==> src/rtl/hazard_pkg.sv <==
// hazard_pkg: shared types for the pipeline hazard controller.
package hazard_pkg;

   localparam int unsigned RD_MAX_W  = 8;
   localparam int unsigned MUL_CNT_W = 4;

   typedef enum logic [1:0] {
      FWD_RF  = 2'b00,
      FWD_WB  = 2'b01,
      FWD_MEM = 2'b10
   } fwd_sel_t;

   // Shadow copy of one pipeline register's destination info
   typedef struct packed {
      logic                valid;
      logic                wr_en;
      logic [RD_MAX_W-1:0] rd;
      logic                is_load;
   } stage_entry_t;

   // True when the entry will write a nonzero register equal to addr
   function automatic logic entry_writes(input stage_entry_t e, input logic [RD_MAX_W-1:0] addr);
      return e.valid && e.wr_en && (e.rd != '0) && (e.rd == addr);
   endfunction

endpackage

==> src/rtl/hazard_fwd_sel.sv <==
// hazard_fwd_sel: operand bypass select for one EX operand; MEM wins over WB.
module hazard_fwd_sel
   import hazard_pkg::*;
(
   input  stage_entry_t        mem_e,
   input  stage_entry_t        wb_e,
   input  logic [RD_MAX_W-1:0] op_addr,
   input  logic                op_used,
   output fwd_sel_t            sel_c
);

   // Youngest matching producer supplies the operand
   always_comb begin
      sel_c = FWD_RF;
      if (op_used && entry_writes(mem_e, op_addr)) begin
         sel_c = FWD_MEM;
      end else if (op_used && entry_writes(wb_e, op_addr)) begin
         sel_c = FWD_WB;
      end
   end

endmodule

==> src/rtl/hazard_ctrl.sv <==
// hazard_ctrl: forwarding, load-use stall, branch flush and multi-cycle
// multiply interlock for a 5-stage pipeline.
// Optional multiply interlock is enabled by defining HAZARD_MUL_EN.
module hazard_ctrl
   import hazard_pkg::*;
#(
   parameter int unsigned REG_ADDR_W = 5,
   parameter int unsigned MUL_LAT    = 4
) (
   input  logic                  clk,
   input  logic                  rst_n,
   input  logic                  id_valid,
   input  logic                  id_uses_rs,
   input  logic                  id_uses_rt,
   input  logic                  id_wr_en,
   input  logic                  id_is_load,
   input  logic                  id_is_mul,
   input  logic [REG_ADDR_W-1:0] id_rs,
   input  logic [REG_ADDR_W-1:0] id_rt,
   input  logic [REG_ADDR_W-1:0] id_rd,
   input  logic                  ex_branch_taken,
   output logic [1:0]            fwd_a,
   output logic [1:0]            fwd_b,
   output logic                  pc_write,
   output logic                  ifid_write,
   output logic                  idex_write,
   output logic                  idex_bubble,
   output logic                  exmem_bubble,
   output logic                  ifid_flush,
   output logic                  mul_busy
);

   stage_entry_t          ex_q, ex_d, mem_q, mem_d, wb_q, wb_d;
   stage_entry_t          id_e;
   logic [REG_ADDR_W-1:0] ex_rs_q, ex_rs_d, ex_rt_q, ex_rt_d;
   logic                  ex_uses_rs_q, ex_uses_rs_d, ex_uses_rt_q, ex_uses_rt_d;
   logic                  load_use_c;
   logic                  mul_busy_c;
   fwd_sel_t              fwd_a_sel, fwd_b_sel;

   assign id_e = '{valid: id_valid, wr_en: id_wr_en, rd: RD_MAX_W'(id_rd), is_load: id_is_load};

   // Load in EX whose result a used ID operand needs
   assign load_use_c = id_valid && ex_q.is_load &&
                       ((id_uses_rs && entry_writes(ex_q, RD_MAX_W'(id_rs))) ||
                        (id_uses_rt && entry_writes(ex_q, RD_MAX_W'(id_rt))));

`ifdef HAZARD_MUL_EN
   logic [MUL_CNT_W-1:0] mul_cnt_q, mul_cnt_d;
   logic                 mul_start_c;

   assign mul_busy_c  = (mul_cnt_q != '0);
   assign mul_start_c = idex_write && !idex_bubble && id_valid && id_is_mul;

   // Remaining EX cycles of the multiply, excluding its final cycle
   always_comb begin
      mul_cnt_d = mul_cnt_q;
      if (mul_busy_c) begin
         mul_cnt_d = mul_cnt_q - MUL_CNT_W'(1);
      end else if (mul_start_c) begin
         mul_cnt_d = MUL_CNT_W'(MUL_LAT - 1);
      end
   end

   // Multiply counter register; reset aborts an in-flight multiply
   always_ff @(posedge clk) begin
      if (!rst_n) begin
         mul_cnt_q <= '0;
      end else begin
         mul_cnt_q <= mul_cnt_d;
      end
   end
`else
   localparam int unsigned unused_mul_lat = MUL_LAT;
   logic unused_mul;

   assign mul_busy_c = 1'b0;
   assign unused_mul = id_is_mul;
`endif

   assign mul_busy = mul_busy_c;

   // Stage enables and bubbles: multiply > branch > load-use
   always_comb begin
      pc_write     = 1'b1;
      ifid_write   = 1'b1;
      idex_write   = 1'b1;
      idex_bubble  = 1'b0;
      exmem_bubble = 1'b0;
      ifid_flush   = 1'b0;
      if (mul_busy_c) begin
         pc_write     = 1'b0;
         ifid_write   = 1'b0;
         idex_write   = 1'b0;
         exmem_bubble = 1'b1;
      end else if (ex_branch_taken) begin
         ifid_flush  = 1'b1;
         idex_bubble = 1'b1;
      end else if (load_use_c) begin
         pc_write    = 1'b0;
         ifid_write  = 1'b0;
         idex_bubble = 1'b1;
      end
   end

   // Shadow pipeline advance; EX holds while the multiply is busy
   always_comb begin
      ex_d         = ex_q;
      ex_rs_d      = ex_rs_q;
      ex_rt_d      = ex_rt_q;
      ex_uses_rs_d = ex_uses_rs_q;
      ex_uses_rt_d = ex_uses_rt_q;
      if (idex_write) begin
         if (idex_bubble) begin
            ex_d         = '0;
            ex_uses_rs_d = 1'b0;
            ex_uses_rt_d = 1'b0;
         end else begin
            ex_d         = id_e;
            ex_rs_d      = id_rs;
            ex_rt_d      = id_rt;
            ex_uses_rs_d = id_uses_rs;
            ex_uses_rt_d = id_uses_rt;
         end
      end
      mem_d = exmem_bubble ? '0 : ex_q;
      wb_d  = mem_q;
   end

   // Shadow pipeline registers
   always_ff @(posedge clk) begin
      if (!rst_n) begin
         ex_q         <= '0;
         mem_q        <= '0;
         wb_q         <= '0;
         ex_rs_q      <= '0;
         ex_rt_q      <= '0;
         ex_uses_rs_q <= 1'b0;
         ex_uses_rt_q <= 1'b0;
      end else begin
         ex_q         <= ex_d;
         mem_q        <= mem_d;
         wb_q         <= wb_d;
         ex_rs_q      <= ex_rs_d;
         ex_rt_q      <= ex_rt_d;
         ex_uses_rs_q <= ex_uses_rs_d;
         ex_uses_rt_q <= ex_uses_rt_d;
      end
   end

   hazard_fwd_sel u_fwd_a (
      .mem_e   (mem_q),
      .wb_e    (wb_q),
      .op_addr (RD_MAX_W'(ex_rs_q)),
      .op_used (ex_uses_rs_q),
      .sel_c   (fwd_a_sel)
   );

   hazard_fwd_sel u_fwd_b (
      .mem_e   (mem_q),
      .wb_e    (wb_q),
      .op_addr (RD_MAX_W'(ex_rt_q)),
      .op_used (ex_uses_rt_q),
      .sel_c   (fwd_b_sel)
   );

   assign fwd_a = fwd_a_sel;
   assign fwd_b = fwd_b_sel;

endmodule

==> config.mk <==
export PLATFORM = sky130hd
export DESIGN_NAME = hazard_ctrl
export DESIGN_NICKNAME = d
export VERILOG_FILES = /design/src/rtl/hazard_pkg.sv /design/src/rtl/hazard_fwd_sel.sv /design/src/rtl/hazard_ctrl.sv
export SDC_FILE = /design/constraint.sdc
export NUM_CORES = 1
export LEC_CHECK = 0
export CORE_ASPECT_RATIO = 1.1
export CORE_MARGIN = 1
export CORE_UTILIZATION = 46
export DETAILED_ROUTE_END_ITERATION = 10
export GPL_TIMING_DRIVEN = 0
export HOLD_SLACK_MARGIN = 0.1
export PLACE_DENSITY_LB_ADDON = 0.3
export SETUP_SLACK_MARGIN = 0.15
export SYNTH_ARGS = -nofsm -noshare
export SYNTH_HDL_FRONTEND = slang
export SYNTH_SLANG_ARGS = --single-unit
==> constraint.sdc <==
create_clock -name clk -period 3.9 [get_ports clk]
set_clock_uncertainty 0.2 [all_clocks]
set_input_delay 0.585 -clock clk [delete_from_list [all_inputs] [get_ports clk]]
set_output_delay 0.585 -clock clk [all_outputs]
set_load 0.05 [all_outputs]
Word level (Yosys, flattened, before mapping)

Cells that the tools add are included.

Register bits: 43
Word-level logic and storage cells: 56
Input bits: 24
Output and inout bits: 11

Equality and inequality tests: 6
Bitwise logic cells: 1
Multiplexer cells: 9
Reduce and logical (&&, ||, !) cells: 25

Operators by type and width:

| kind                                           | count |
|---|---|
| 8-bit by 5-bit equality test with 1-bit output | 6 |
| 8-bit nonzero test                             | 3 |
| 1-bit logical AND                              | 20 |
| 1-bit two-way mux                              | 7 |
| 2-bit two-way mux                              | 2 |
| 2-bit OR reduction                             | 1 |
| 1-bit logical OR                               | 1 |
| 1-bit NOT                                      | 1 |

Longest topological paths before layout

Word-level depth: 9
Depth in mapped cells: 5
Gate-level depth less buffers: 4

Modules after synthesis

Synthesis repeated with hierarchy kept, for this count alone.

Cells, all modules: 170
Area total of the unflattened synthesis: 1749.2 µm²

Modules (own cells, without submodules):

| module         | cells an instance | seq. area each (µm²) | times used | area each (µm²) |
|---|---|---|---|---|
| hazard_ctrl    | 108               | 720.7                | 1          | 1263.7 |
| hazard_fwd_sel | 31                | 0.0                  | 2          | 242.7 |

Worst setup path before layout

OpenSTA, ideal clock, no wires.

Kind: register to output
From: register mem_q[2] in the netlist's numbering
To: output fwd_b[0]
Path buffers: 0
Setup slack: 0.949 ns
Cell stages (with the launch flop): 5
Arrival time: 2.166 ns
Data required time: 3.115 ns
Cells stage by stage: dfxtp_1 or4_1 o211ai_2 nor3_1 nor3_2

Cells in the longest elaborated chain, start to end: 5
Elaborated cells between the ends (all ways): 6
Those cells by class: 1 x eq/ne; 1 x mux; 4 x reduce/logical

Ends and longest elaborated chain:

| element                | line                 | source |
|---|---|---|
| from (decl)            | hazard_ctrl.sv:33    | `stage_entry_t ex_q, ex_d, mem_q, mem_d, wb_q, wb_d;` |
| from (signal assigned) | hazard_ctrl.sv:142   | `mem_q <= mem_d;` |
| 8-bit nonzero test     | hazard_pkg.sv:23     | `return e.valid && e.wr_en && (e.rd != '0) && (e.rd == addr);` |
| 1-bit logical AND      | hazard_pkg.sv:23     |  |
| 1-bit logical AND *    | hazard_pkg.sv:23     |  |
| 1-bit logical AND *    | hazard_fwd_sel.sv:15 | `if (op_used && entry_writes(mem_e, op_addr)) begin` |
| 2-bit two-way mux *    | hazard_fwd_sel.sv:15 |  |
| to (decl)              | hazard_ctrl.sv:23    | `output logic [1:0] fwd_b,` |

Mark *: on every way between the ends. The rest lies on a longest branch, timed or not.

Worst setup path in the final report

From: input ex_branch_taken
To: output idex_bubble

Cells in the longest elaborated chain, start to end: 1

Ends and longest elaborated chain:

| element           | line              | source |
|---|---|---|
| from (decl)       | hazard_ctrl.sv:21 | `input logic ex_branch_taken,` |
| 1-bit two-way mux | hazard_ctrl.sv:96 | `end else if (ex_branch_taken) begin` |
| to (decl)         | hazard_ctrl.sv:27 | `output logic idex_bubble,` |

No other way between the ends.

==> results.sh <==
export IMPL_finalHoldViolCount=0
export IMPL_p_sw_uw=204.1
export IMPL_wl_per_cell_um=14.90
export IMPL_die_h_um=68.19
export IMPL_htreeDepth=2
export IMPL_critPathMaxFanout=10
export IMPL_powerDensity_mw_per_mm2=331.5
export IMPL_grt_overflow_total=0
export IMPL_reg2regPathDepth=5
export IMPL_dp_cells=282
export IMPL_layout_commonest_cell="dfxtp_1"
export IMPL_combPwrFrac_pct=16.9
export IMPL_die_width_um=62.17
export IMPL_die_area_sq_mm=0.004239
export IMPL_r2r_end="ex_rt_q[0]$_SDFFE_PN0N_"
export IMPL_final_cell_mix="dfxtp_1, clkdlybuf4s50_1, xnor2_1"
export IMPL_synth_seq_cells=34
export IMPL_grt_usage_pct=21.17
export IMPL_numCtsBuffers=5
export IMPL_hpwl_um=3099
export IMPL_ys_warn_count=0
export IMPL_n_antenna_cell=0
export IMPL_setup_viol=0
export IMPL_drt_initial_drc_count=66
export IMPL_io_pins=35
export IMPL_seq_power_share_pct=51.6
export IMPL_synth_edf_count=0
export IMPL_portBuffers=30
export IMPL_synth_async_sr_flop_share_pct=0
export IMPL_period_minus_slack_ns=3.633
export IMPL_rsz0062_at_grt="false"
export IMPL_critPathKind="in2out"
export IMPL_fmax_mhz=275.3
export IMPL_cts_hold_buf=0
export IMPL_clkPwrFrac_pct=31.5
export IMPL_vias=1631
export IMPL_avgViaCountPerCell=5.644
export IMPL_clock_path_buffers=2
export IMPL_place_congestion=0.8785
export IMPL_totalWireLength_um=4305
export IMPL_synth_ff_type="dfxtp_1"
export IMPL_critPathLaunch="ex_branch_taken"
export IMPL_drtAntennaViolNets=0
export IMPL_p_int_uw=550.9
export IMPL_grt_pass1_vias=1427
export IMPL_core_area_sq_mm=0.003712
export IMPL_endpoint="idex_bubble"
export IMPL_post_cts_buffers=0
export IMPL_areaGrowthSynthToFinish_pct=24.32
export IMPL_worstSetupEndpointType="output port"
export IMPL_first_pass_iters=4
export IMPL_drv_cap=0
export IMPL_fin_area_sq_mm=0.002277
export IMPL_core_rowCount=23
export IMPL_regToRegStartpoint="ex_q[1]$_SDFF_PP0_"
export IMPL_p_leak_nw=0.8385
export IMPL_drive_above_1_share_pct=7.950
export IMPL_grt_pass1_wl_um=6824
export IMPL_tightest_slew_ns=0.5271
export IMPL_initial_core_util_pct=49.34
export IMPL_clock_sinks=34
export IMPL_critPathLaunchType="primary input"
export IMPL_clk_latency_ns=0.28
export IMPL_antenna_found_initial=0
export IMPL_synth_cell_type_count=31
export IMPL_crit_required_ns=3.12
export IMPL_clk_root_buffer_cell="clkbuf_8"
export IMPL_min_path_type="reg2reg"
export IMPL_instances_no_fill=289
export IMPL_setup_tns_ns=0
export IMPL_yosysSeqAreaShare_pct=37.16
export IMPL_layout_nets=263
export IMPL_grt_max_degree=11
export IMPL_synth_cells=201
export IMPL_cts_resized_gates=0
export IMPL_drc=0
export IMPL_relSlewSlack_pct=64.86
export IMPL_crit_arrival_ns=2.85
export IMPL_placed_area_sq_mm=0.002198
export IMPL_switching_share_pct=27.04
export IMPL_fin_crit_sh_pct=93.14
export IMPL_outcome="finished, final reports clean"
export IMPL_synthesis_area_sq_mm=0.001832
export IMPL_cts_tree="built"
export IMPL_vdd_ir_drop_max_uv=234.8
export IMPL_final_max_slew_viol_count=0
export IMPL_clk_pin_slew_ns=0.06
export IMPL_r2r_setup_slack_ns=2.11
export IMPL_synth_area_per_cell_sq_um=9.113
==> state kept, by name (all words and copies together), names as in the netlist <==
name,cells
ex_uses_rt_q,1
ex_rt_q,5
ex_uses_rs_q,1
ex_rs_q,5
wb_q,7
mem_q,7
ex_q,8
==> cell families (layout without fill, tap and decap cells) <==
kind of cell,Yosys count,count (layout),share of synthesized area (%)
and+or+nand+nor,57,57,19.74
xor gates and xnor gates,30,30,14.34
DFF,34,34,37.16
buffers and inverters,31,68,7.582
other,2,3,0.4100
AOI/OAI and AO/OA,47,47,20.76
==> how the worst min path moves through the flow <==
| stage | slack [ns] | depth (start not counted) | from | to |
|---|---|---|---|---|
| 3_3_place_gp | 0.24 | 1 | ex_q[10]$_SDFF_PP0_ | mem_q[10]$_SDFF_PN0_ |
| 5_1_grt | 0.28 | 1 | ex_q[10]$_SDFF_PP0_ | mem_q[10]$_SDFF_PN0_ |
| 6_report | 0.26 | 1 | ex_q[9]$_SDFF_PP0_ | mem_q[9]$_SDFF_PN0_ |
| 3_5_place_dp | 0.24 | 1 | ex_q[10]$_SDFF_PP0_ | mem_q[10]$_SDFF_PN0_ |
| 4_1_cts | 0.26 | 1 | ex_q[10]$_SDFF_PP0_ | mem_q[10]$_SDFF_PN0_ |
| 2_1_floorplan | 0.23 | 1 | ex_q[10]$_SDFF_PP0_ | mem_q[10]$_SDFF_PN0_ |
==> per-stage QoR <==
step	hold WS [ns]	power (mW)	util (%)	setup WS, ns
after floorplan	0.2299	0.4747	-	0.9492
after CTS	0.2579	0.7592	61.34	0.2952
final	0.2569	0.7550	61.34	0.2674
after global placement	0.2423	0.5221	59.22	0.2926
after global routing	0.2760	0.7921	61.34	0.1614
after detailed placement	0.2436	0.5233	59.22	0.3194
==> layer usage <==
metal / global-route usage [%] / routed length, um
met3: 3.167 / 232
met1: 26.59 / 1978
met2: 35.16 / 2020
met4: 12.21 / 73
met5: 0 / 0
==> layout make-up <==
cell class                 count  area [sq um]
sequential                    34         680.7
multi-input combinational    137          1016
clock inverter                 2         10.01
timing repair buffer          30         300.3
fill                         333          1435
clock buffer                   5         68.82
buffer                        21         101.3
inverter                      10         37.54
tap                           50         62.56
==> synthesized netlist by cell type, types with 2 or more instances <==
cell,count,area share (%)
a211oi_1,10,4.1
a21o_1,2,0.82
a32oi_1,10,4.8
and2_1,13,4.4
and3b_1,10,4.8
buf_2,3,0.82
buf_4,5,2.0
clkbuf_1,12,2.5
conb_1,2,0.41
dfxtp_1,34,37
inv_1,10,2.0
nand2_1,4,0.82
nand3_1,12,3.3
nand4_1,5,1.7
nor3_1,3,0.82
nor3_2,2,1.1
nor4_1,2,0.68
o211ai_1,11,4.5
o221ai_1,10,4.8
or4_1,2,0.82
xnor2_1,22,11
xor2_1,8,3.8
==> worst max-delay path, cell delays in order <==
cell and delay [ns]:
clkdlybuf4s50_1 0.53, clkbuf_1 0.34, clkbuf_1 0.47, a21o_1 0.13, clkdlybuf4s50_1 0.79
==> power groups by stage <==
stage / clock (mW) / combinational [mW] / sequential, mW
4_1_cts: 0.243 / 0.127 / 0.389
5_1_grt: 0.260 / 0.141 / 0.391
6_report: 0.238 / 0.128 / 0.389
2_1_floorplan: 0 / 0.0862 / 0.389
3_5_place_dp: 0 / 0.126 / 0.397
3_3_place_gp: 0 / 0.125 / 0.397
No activity file was read; power rests on OpenSTA's default activity.
